===== src/rtl/dmem_sram_ctrl_if.sv =====
// rtl/dmem_sram_ctrl_if.sv - M-stage data-memory request/response bus
interface dmem_sram_ctrl_if;
  logic        req_M;
  logic        we_M;
  logic [31:0] addr_M;
  logic [31:0] wdata_M;
  logic [3:0]  byte_en_M;
  logic [31:0] read_data_M;
  logic        data_mem_ack;

  modport master (
    output req_M, we_M, addr_M, wdata_M, byte_en_M,
    input  read_data_M, data_mem_ack
  );

  modport slave (
    input  req_M, we_M, addr_M, wdata_M, byte_en_M,
    output read_data_M, data_mem_ack
  );
endinterface


===== src/rtl/dmem_sram_ctrl.sv =====
// rtl/dmem_sram_ctrl.sv - 32-bit data memory over a 16-bit async SRAM, two halfword phases per word
// Optional last-read buffer: DMEM_LAST_READ_BUF_EN
module dmem_sram_ctrl #(
  parameter int AW          = 18,
  parameter int WAIT_CYCLES = 1
) (
  input  logic          clk,
  input  logic          reset,
  dmem_sram_ctrl_if.slave bus,
  output logic [AW-1:0] sram_addr,
  output logic [15:0]   sram_dq_out,
  input  logic [15:0]   sram_dq_in,
  output logic          sram_dq_oe,
  output logic          sram_ce_n,
  output logic          sram_oe_n,
  output logic          sram_we_n,
  output logic          sram_ub_n,
  output logic          sram_lb_n
);

  localparam int            CW   = (WAIT_CYCLES > 1) ? $clog2(WAIT_CYCLES) : 1;
  localparam logic [CW-1:0] LAST = CW'(WAIT_CYCLES - 1);

  typedef enum logic [1:0] {IDLE, LO, HI, DONE} state_t;

  state_t        state, state_next;
  logic [CW-1:0] cnt;
  logic          phase_last;
  logic [AW-2:0] a_word;
  logic [31:0]   a_wdata;
  logic [3:0]    a_be;
  logic          a_we;
  logic [15:0]   rd_lo;
  logic [31:0]   rdata;
  logic          buf_hit;
  logic [31:0]   hit_data;

  wire [AW-2:0] req_word    = bus.addr_M[AW:2];
  wire          unused_addr = &{1'b0, bus.addr_M[31:AW+1], bus.addr_M[1:0]};

  assign bus.read_data_M  = rdata;
  assign bus.data_mem_ack = (state == DONE);

`ifdef DMEM_LAST_READ_BUF_EN
  logic          buf_valid;
  logic [AW-2:0] buf_tag;
  logic [31:0]   buf_data;

  assign buf_hit  = buf_valid && (buf_tag == req_word);
  assign hit_data = buf_data;

  always_ff @(posedge clk) begin
    if (reset) begin
      buf_valid <= 1'b0;
      buf_tag   <= '0;
      buf_data  <= '0;
    end else if (state == IDLE && bus.req_M && bus.we_M && buf_hit) begin
      buf_valid <= 1'b0;
    end else if (state == HI && phase_last && !a_we) begin
      buf_valid <= 1'b1;
      buf_tag   <= a_word;
      buf_data  <= {sram_dq_in, rd_lo};
    end
  end
`else
  assign buf_hit  = 1'b0;
  assign hit_data = '0;
`endif

  always_ff @(posedge clk) begin
    if (reset) state <= IDLE;
    else       state <= state_next;
  end

  always_comb begin
    state_next  = state;
    phase_last  = (cnt == LAST);
    sram_addr   = '0;
    sram_dq_out = '0;
    sram_dq_oe  = 1'b0;
    sram_ce_n   = 1'b1;
    sram_oe_n   = 1'b1;
    sram_we_n   = 1'b1;
    sram_ub_n   = 1'b1;
    sram_lb_n   = 1'b1;
    case (state)
      IDLE: begin
        if (bus.req_M) begin
          if (bus.we_M) begin
            if (bus.byte_en_M == 4'b0000)      state_next = DONE;
            else if (bus.byte_en_M[1:0] == 2'b00) state_next = HI;
            else                                state_next = LO;
          end else begin
            state_next = buf_hit ? DONE : LO;
          end
        end
      end
      LO, HI: begin
        sram_addr = {a_word, state == HI};
        sram_ce_n = 1'b0;
        if (a_we) begin
          sram_we_n   = 1'b0;
          sram_dq_oe  = 1'b1;
          sram_dq_out = (state == HI) ? a_wdata[31:16] : a_wdata[15:0];
          sram_lb_n   = (state == HI) ? ~a_be[2] : ~a_be[0];
          sram_ub_n   = (state == HI) ? ~a_be[3] : ~a_be[1];
        end else begin
          sram_oe_n = 1'b0;
          sram_ub_n = 1'b0;
          sram_lb_n = 1'b0;
        end
        // A store whose upper lanes are all off finishes after the low phase
        if (phase_last) begin
          if (state == HI || (a_we && a_be[3:2] == 2'b00)) state_next = DONE;
          else                                             state_next = HI;
        end
      end
      DONE:    state_next = IDLE;
      default: state_next = IDLE;
    endcase
  end

  always_ff @(posedge clk) begin
    if (reset) begin
      cnt     <= '0;
      a_word  <= '0;
      a_wdata <= '0;
      a_be    <= '0;
      a_we    <= 1'b0;
      rd_lo   <= '0;
      rdata   <= '0;
    end else begin
      if (state == IDLE && bus.req_M) begin
        a_word  <= req_word;
        a_wdata <= bus.wdata_M;
        a_be    <= bus.byte_en_M;
        a_we    <= bus.we_M;
        if (!bus.we_M && buf_hit) rdata <= hit_data;
      end
      if (state == LO || state == HI) cnt <= phase_last ? '0 : cnt + 1'b1;
      if (state == LO && phase_last && !a_we) rd_lo <= sram_dq_in;
      if (state == HI && phase_last && !a_we) rdata <= {sram_dq_in, rd_lo};
    end
  end

endmodule


===== src/flat_wrapper.sv =====
// flat-port wrapper written by rule: the top's interface ports become plain ports
module dmem_sram_ctrl_flat 
#(
  parameter int AW          = 18,
  parameter int WAIT_CYCLES = 1
)
  (clk, reset, sram_addr, sram_dq_out, sram_dq_in, sram_dq_oe, sram_ce_n, sram_oe_n, sram_we_n, sram_ub_n, sram_lb_n, bus_req_M, bus_we_M, bus_addr_M, bus_wdata_M, bus_byte_en_M, bus_read_data_M, bus_data_mem_ack);
  dmem_sram_ctrl_if bus_i ();
  input  logic clk;
  input  logic reset;
  output logic [AW-1:0] sram_addr;
  output logic [15:0] sram_dq_out;
  input  logic [15:0] sram_dq_in;
  output logic sram_dq_oe;
  output logic sram_ce_n;
  output logic sram_oe_n;
  output logic sram_we_n;
  output logic sram_ub_n;
  output logic sram_lb_n;
  input wire logic [$bits(bus_i.req_M)-1:0] bus_req_M;
  input wire logic [$bits(bus_i.we_M)-1:0] bus_we_M;
  input wire logic [$bits(bus_i.addr_M)-1:0] bus_addr_M;
  input wire logic [$bits(bus_i.wdata_M)-1:0] bus_wdata_M;
  input wire logic [$bits(bus_i.byte_en_M)-1:0] bus_byte_en_M;
  output wire logic [$bits(bus_i.read_data_M)-1:0] bus_read_data_M;
  output wire logic [$bits(bus_i.data_mem_ack)-1:0] bus_data_mem_ack;
  assign bus_i.req_M = bus_req_M;
  assign bus_i.we_M = bus_we_M;
  assign bus_i.addr_M = bus_addr_M;
  assign bus_i.wdata_M = bus_wdata_M;
  assign bus_i.byte_en_M = bus_byte_en_M;
  assign bus_read_data_M = bus_i.read_data_M;
  assign bus_data_mem_ack = bus_i.data_mem_ack;
  dmem_sram_ctrl #(.AW(AW), .WAIT_CYCLES(WAIT_CYCLES)) u_core (.clk(clk), .reset(reset), .bus(bus_i), .sram_addr(sram_addr), .sram_dq_out(sram_dq_out), .sram_dq_in(sram_dq_in), .sram_dq_oe(sram_dq_oe), .sram_ce_n(sram_ce_n), .sram_oe_n(sram_oe_n), .sram_we_n(sram_we_n), .sram_ub_n(sram_ub_n), .sram_lb_n(sram_lb_n));
endmodule

===== config.mk =====
export PLATFORM = sky130hd
export DESIGN_NAME = dmem_sram_ctrl_flat
export DESIGN_NICKNAME = d
export VERILOG_FILES = /design/src/rtl/dmem_sram_ctrl_if.sv /design/src/rtl/dmem_sram_ctrl.sv /design/src/flat_wrapper.sv
export SDC_FILE = /design/constraint.sdc
export NUM_CORES = 1
export LEC_CHECK = 0
export ABC_AREA = 1
export ABC_CLOCK_PERIOD_IN_PS = 3500
export CAP_MARGIN = 5
export CORE_MARGIN = 2
export CORE_UTILIZATION = 30
export CTS_CLUSTER_SIZE = 30
export DETAILED_ROUTE_END_ITERATION = 6
export PLACE_DENSITY = 0.6
export SYNTH_ARGS = -nofsm -noshare
export SYNTH_HDL_FRONTEND = slang
export SYNTH_SLANG_ARGS = --single-unit
export TNS_END_PERCENT = 10

===== constraint.sdc =====
create_clock -name clk -period 3.5 [get_ports clk]
set_input_delay 0.35 -clock clk [delete_from_list [all_inputs] [get_ports clk]]
set_output_delay 0.35 -clock clk [all_outputs]
set_load 0.03 [all_outputs]

==> flow_summary.toml <==
[synth]
syn_nets = 667
ys_types = 21
synth_xor_xnor_area_share_pct = 0
synth_top_family_by_area = "simple AND/OR/NAND/NOR gates"
synthAdderAreaFrac_pct = 1.80
synthMuxAreaShare_pct = 0
yosys.area_share.simple_pct = 26.9
syn_inst = 573
syn_area_um2 = 4170
syn_area_per_cell_um2 = 7.28
seq_area_frac_synth_pct = 49.9
ys_ff_latch = 104
synth-compound-area-share_pct = 13.4
yosys_warnings = 0

[sta]
tightestPinTransition_ns = 0.929
fin_crit_ns = 2.91
fin_tns_setup_ns = 0
grt_setup_unrepaired = "false"
slew_headroom_pct = 38.0
final-setup-viol-count = 0
hold_slack_ns = 0.481
finClkSkew_ns = 0.00417
hold_viol_final = 0
max_freq_mhz = 343
final_max_slew_viol_count = 0
finalCritPeriodShare_pct = 83.2

[clocking]
path_clk_slew_ns = 0.07
postCtsHoldBufs = 0
cts_buffers = 9
cts-resized-gates = 0
clk_latency_ns = 0.35
clockRootBuffer = "clkbuf_16"
cts.sinks = 104
post_cts_buffers = 0
clockBufferDepth = 2
h-tree-depth = 3
cts_tree = "yes"

[grt]
grt_pass1_wl_um = 17800
grt_pass1_vias = 3665
grt_use_total_pct = 15.2
grt_overflow = 0
grt_max_degree = 56
antenna_found_initial = 0

[setup_path]
r2r-end = "u_core.a_be[3]"
cp-end-kind = "output pin"
critPathRequiredTime_ns = 3.15
max_stage_delay_ns = 0.74
reg2reg_from = "u_core.state[0]"
crit_chain = "inv_1 > ha_1 > buf_4 > inv_2 > nor2_1 > nor3_1 > clkdlybuf4s50_1"
timing_worst_setup_path_type = "reg2out"
critical_path_buf_inv_count = 4
ff2ff_setup_slack_ns = 1.64
crit_cells = 7
cp_top_family = "buffers and inverters"
cp_max_fo = 20
cp.arrival_ns = 2.56
slowest_stage = "clkdlybuf4s50_1"
reg2reg_depth = 6
start_kind = "flip-flop"

[power]
irDropWorstVdd_v = 0.000282
p_leak_nw = 2.46
powerDensity_nw_per_um2 = 753

[floorplan]
fp.dieH_um = 122
num_rows = 43
initial_core_util_pct = 30.4
die_x_um = 122
io_pins = 161
core_um2 = 13700
die_area_um2 = 14900

[status]
status = "finished, final reports clean"

[detailed_routing]
vias = 3976
firstDrtPassIters = 4
vias_per_cell = 4.50
drt_first_iter_violations = 229
antenna_left = 0
drc = 0
routed_wl_um = 11100
wl_per_cell_um = 12.6

[flow_run]
maxCapViolations = 0

[layout]
final_cell_mix = "nor2_1 (230), clkdlybuf4s50_1 (145), dfxtp_1 (104)"
multiInputGateArea_um2 = 1760
area_delta_synth_final_pct = 44.3
nFillCells = 1401
drive_above_1_share_pct = 4.40
fin_nets = 793
regArea_um2 = 2080
n_antenna_cell = 0
layout_commonest_cell = "nor2_1"

[hold_path]
hold_path_depth = 2
hold_end = "u_core.rd_lo[14]"
hold_class = "reg2reg"
hold_start = "u_core.rd_lo[14]"

[placement]
place_hpwl_um = 7660
routabilityCongestion = 0.801
io_buffers = 145
## layer usage
layer	track usage (%)	vias to the layer above	part of all wire [%]
met5	0	-	0
met2	22.9	112	43
met4	6.32	0	2.2
met3	4.92	16	6.8
met1	20.0	1792	48
li1	-	2056	-
## where the power goes
| group | total, mW | internal, mW | switching, mW |
|---|---|---|---|
| Sequential | 1.62 | 1.47 | 0.149 |
| Combinational | 1.73 | 0.655 | 1.07 |
| Clock | 1.18 | 0.723 | 0.459 |
| Total | 4.53 | 2.85 | 1.68 |
## registers in the layout, indices dropped and copies added, names as in the netlist
signal,flops
u_core.a_we,1
u_core.a_be,4
u_core.a_word,17
u_core.bus.read_data_M,32
u_core.rd_lo,16
u_core.a_wdata,32
u_core.state,2
## layout make-up
| class | count | share of cell area (%) |
|---|---|---|
| clock inverters | 6 | 1.87 |
| well taps | 180 | 3.74 |
| flip-flops and latches | 104 | 34.6 |
| clock buffers | 10 | 3.97 |
| repair buffers | 150 | 24.8 |
| multi-input cells | 404 | 29.2 |
| inverters | 30 | 1.87 |
## worst max path at each step
stage,start,endpoint,slack [ns]
floorplan,u_core.state[0],sram_dq_out[10],1.22
global placement,u_core.state[0],sram_dq_out[1],1.02
detailed placement,u_core.state[0],sram_dq_out[15],0.95
CTS,u_core.state[0],sram_dq_out[15],0.56
global route,u_core.state[0],sram_dq_out[1],0.38
finish,u_core.state[0],sram_dq_out[15],0.59
## worst reg2reg max path, delay by kind of cell (launching register included)
kind,cells,cell delay (ns)
buffers and inverters,2,0.80
flip-flops,1,0.35
AND/OR/NAND/NOR,1,0.07
AO/OA/AOI/OAI,2,0.34
adder cells (fa/ha/maj),1,0.23
## Yosys cell counts (all sizes together)
master	instances	area share (%)
ha	6	1.8
inv	30	2.7
nand3	4	0.48
a21oi	6	0.72
nor3	15	1.8
a31oi	1	0.15
buf	15	3.2
or2	1	0.15
dfxtp	104	50
clkbuf	20	2.1
o21ai	104	12
nand2	37	3.8
nor2	230	21
## per-stage QoR
step | utilization (%) | power [mW] | instances | setup WS (ns) | cell area [µm²]
final | 43.8 | 4.53 | 884 | 0.587 | 6020
after global routing | 43.8 | 4.82 | 884 | 0.383 | 6020
after CTS | 43.8 | 4.57 | 884 | 0.563 | 6020
after detailed placement | 41.3 | 3.39 | 868 | 0.954 | 5660
after global placement | 41.3 | 3.35 | 868 | 1.02 | 5660
after floorplan | - | 2.80 | 573 | 1.22 | 4170
## cells by family after synthesis
kind of cell,after synthesis
compound gates,111
flops,104
fa+ha+maj,6
simple gates,287
buf+inv,65
(Power assumes the default switching activity.)
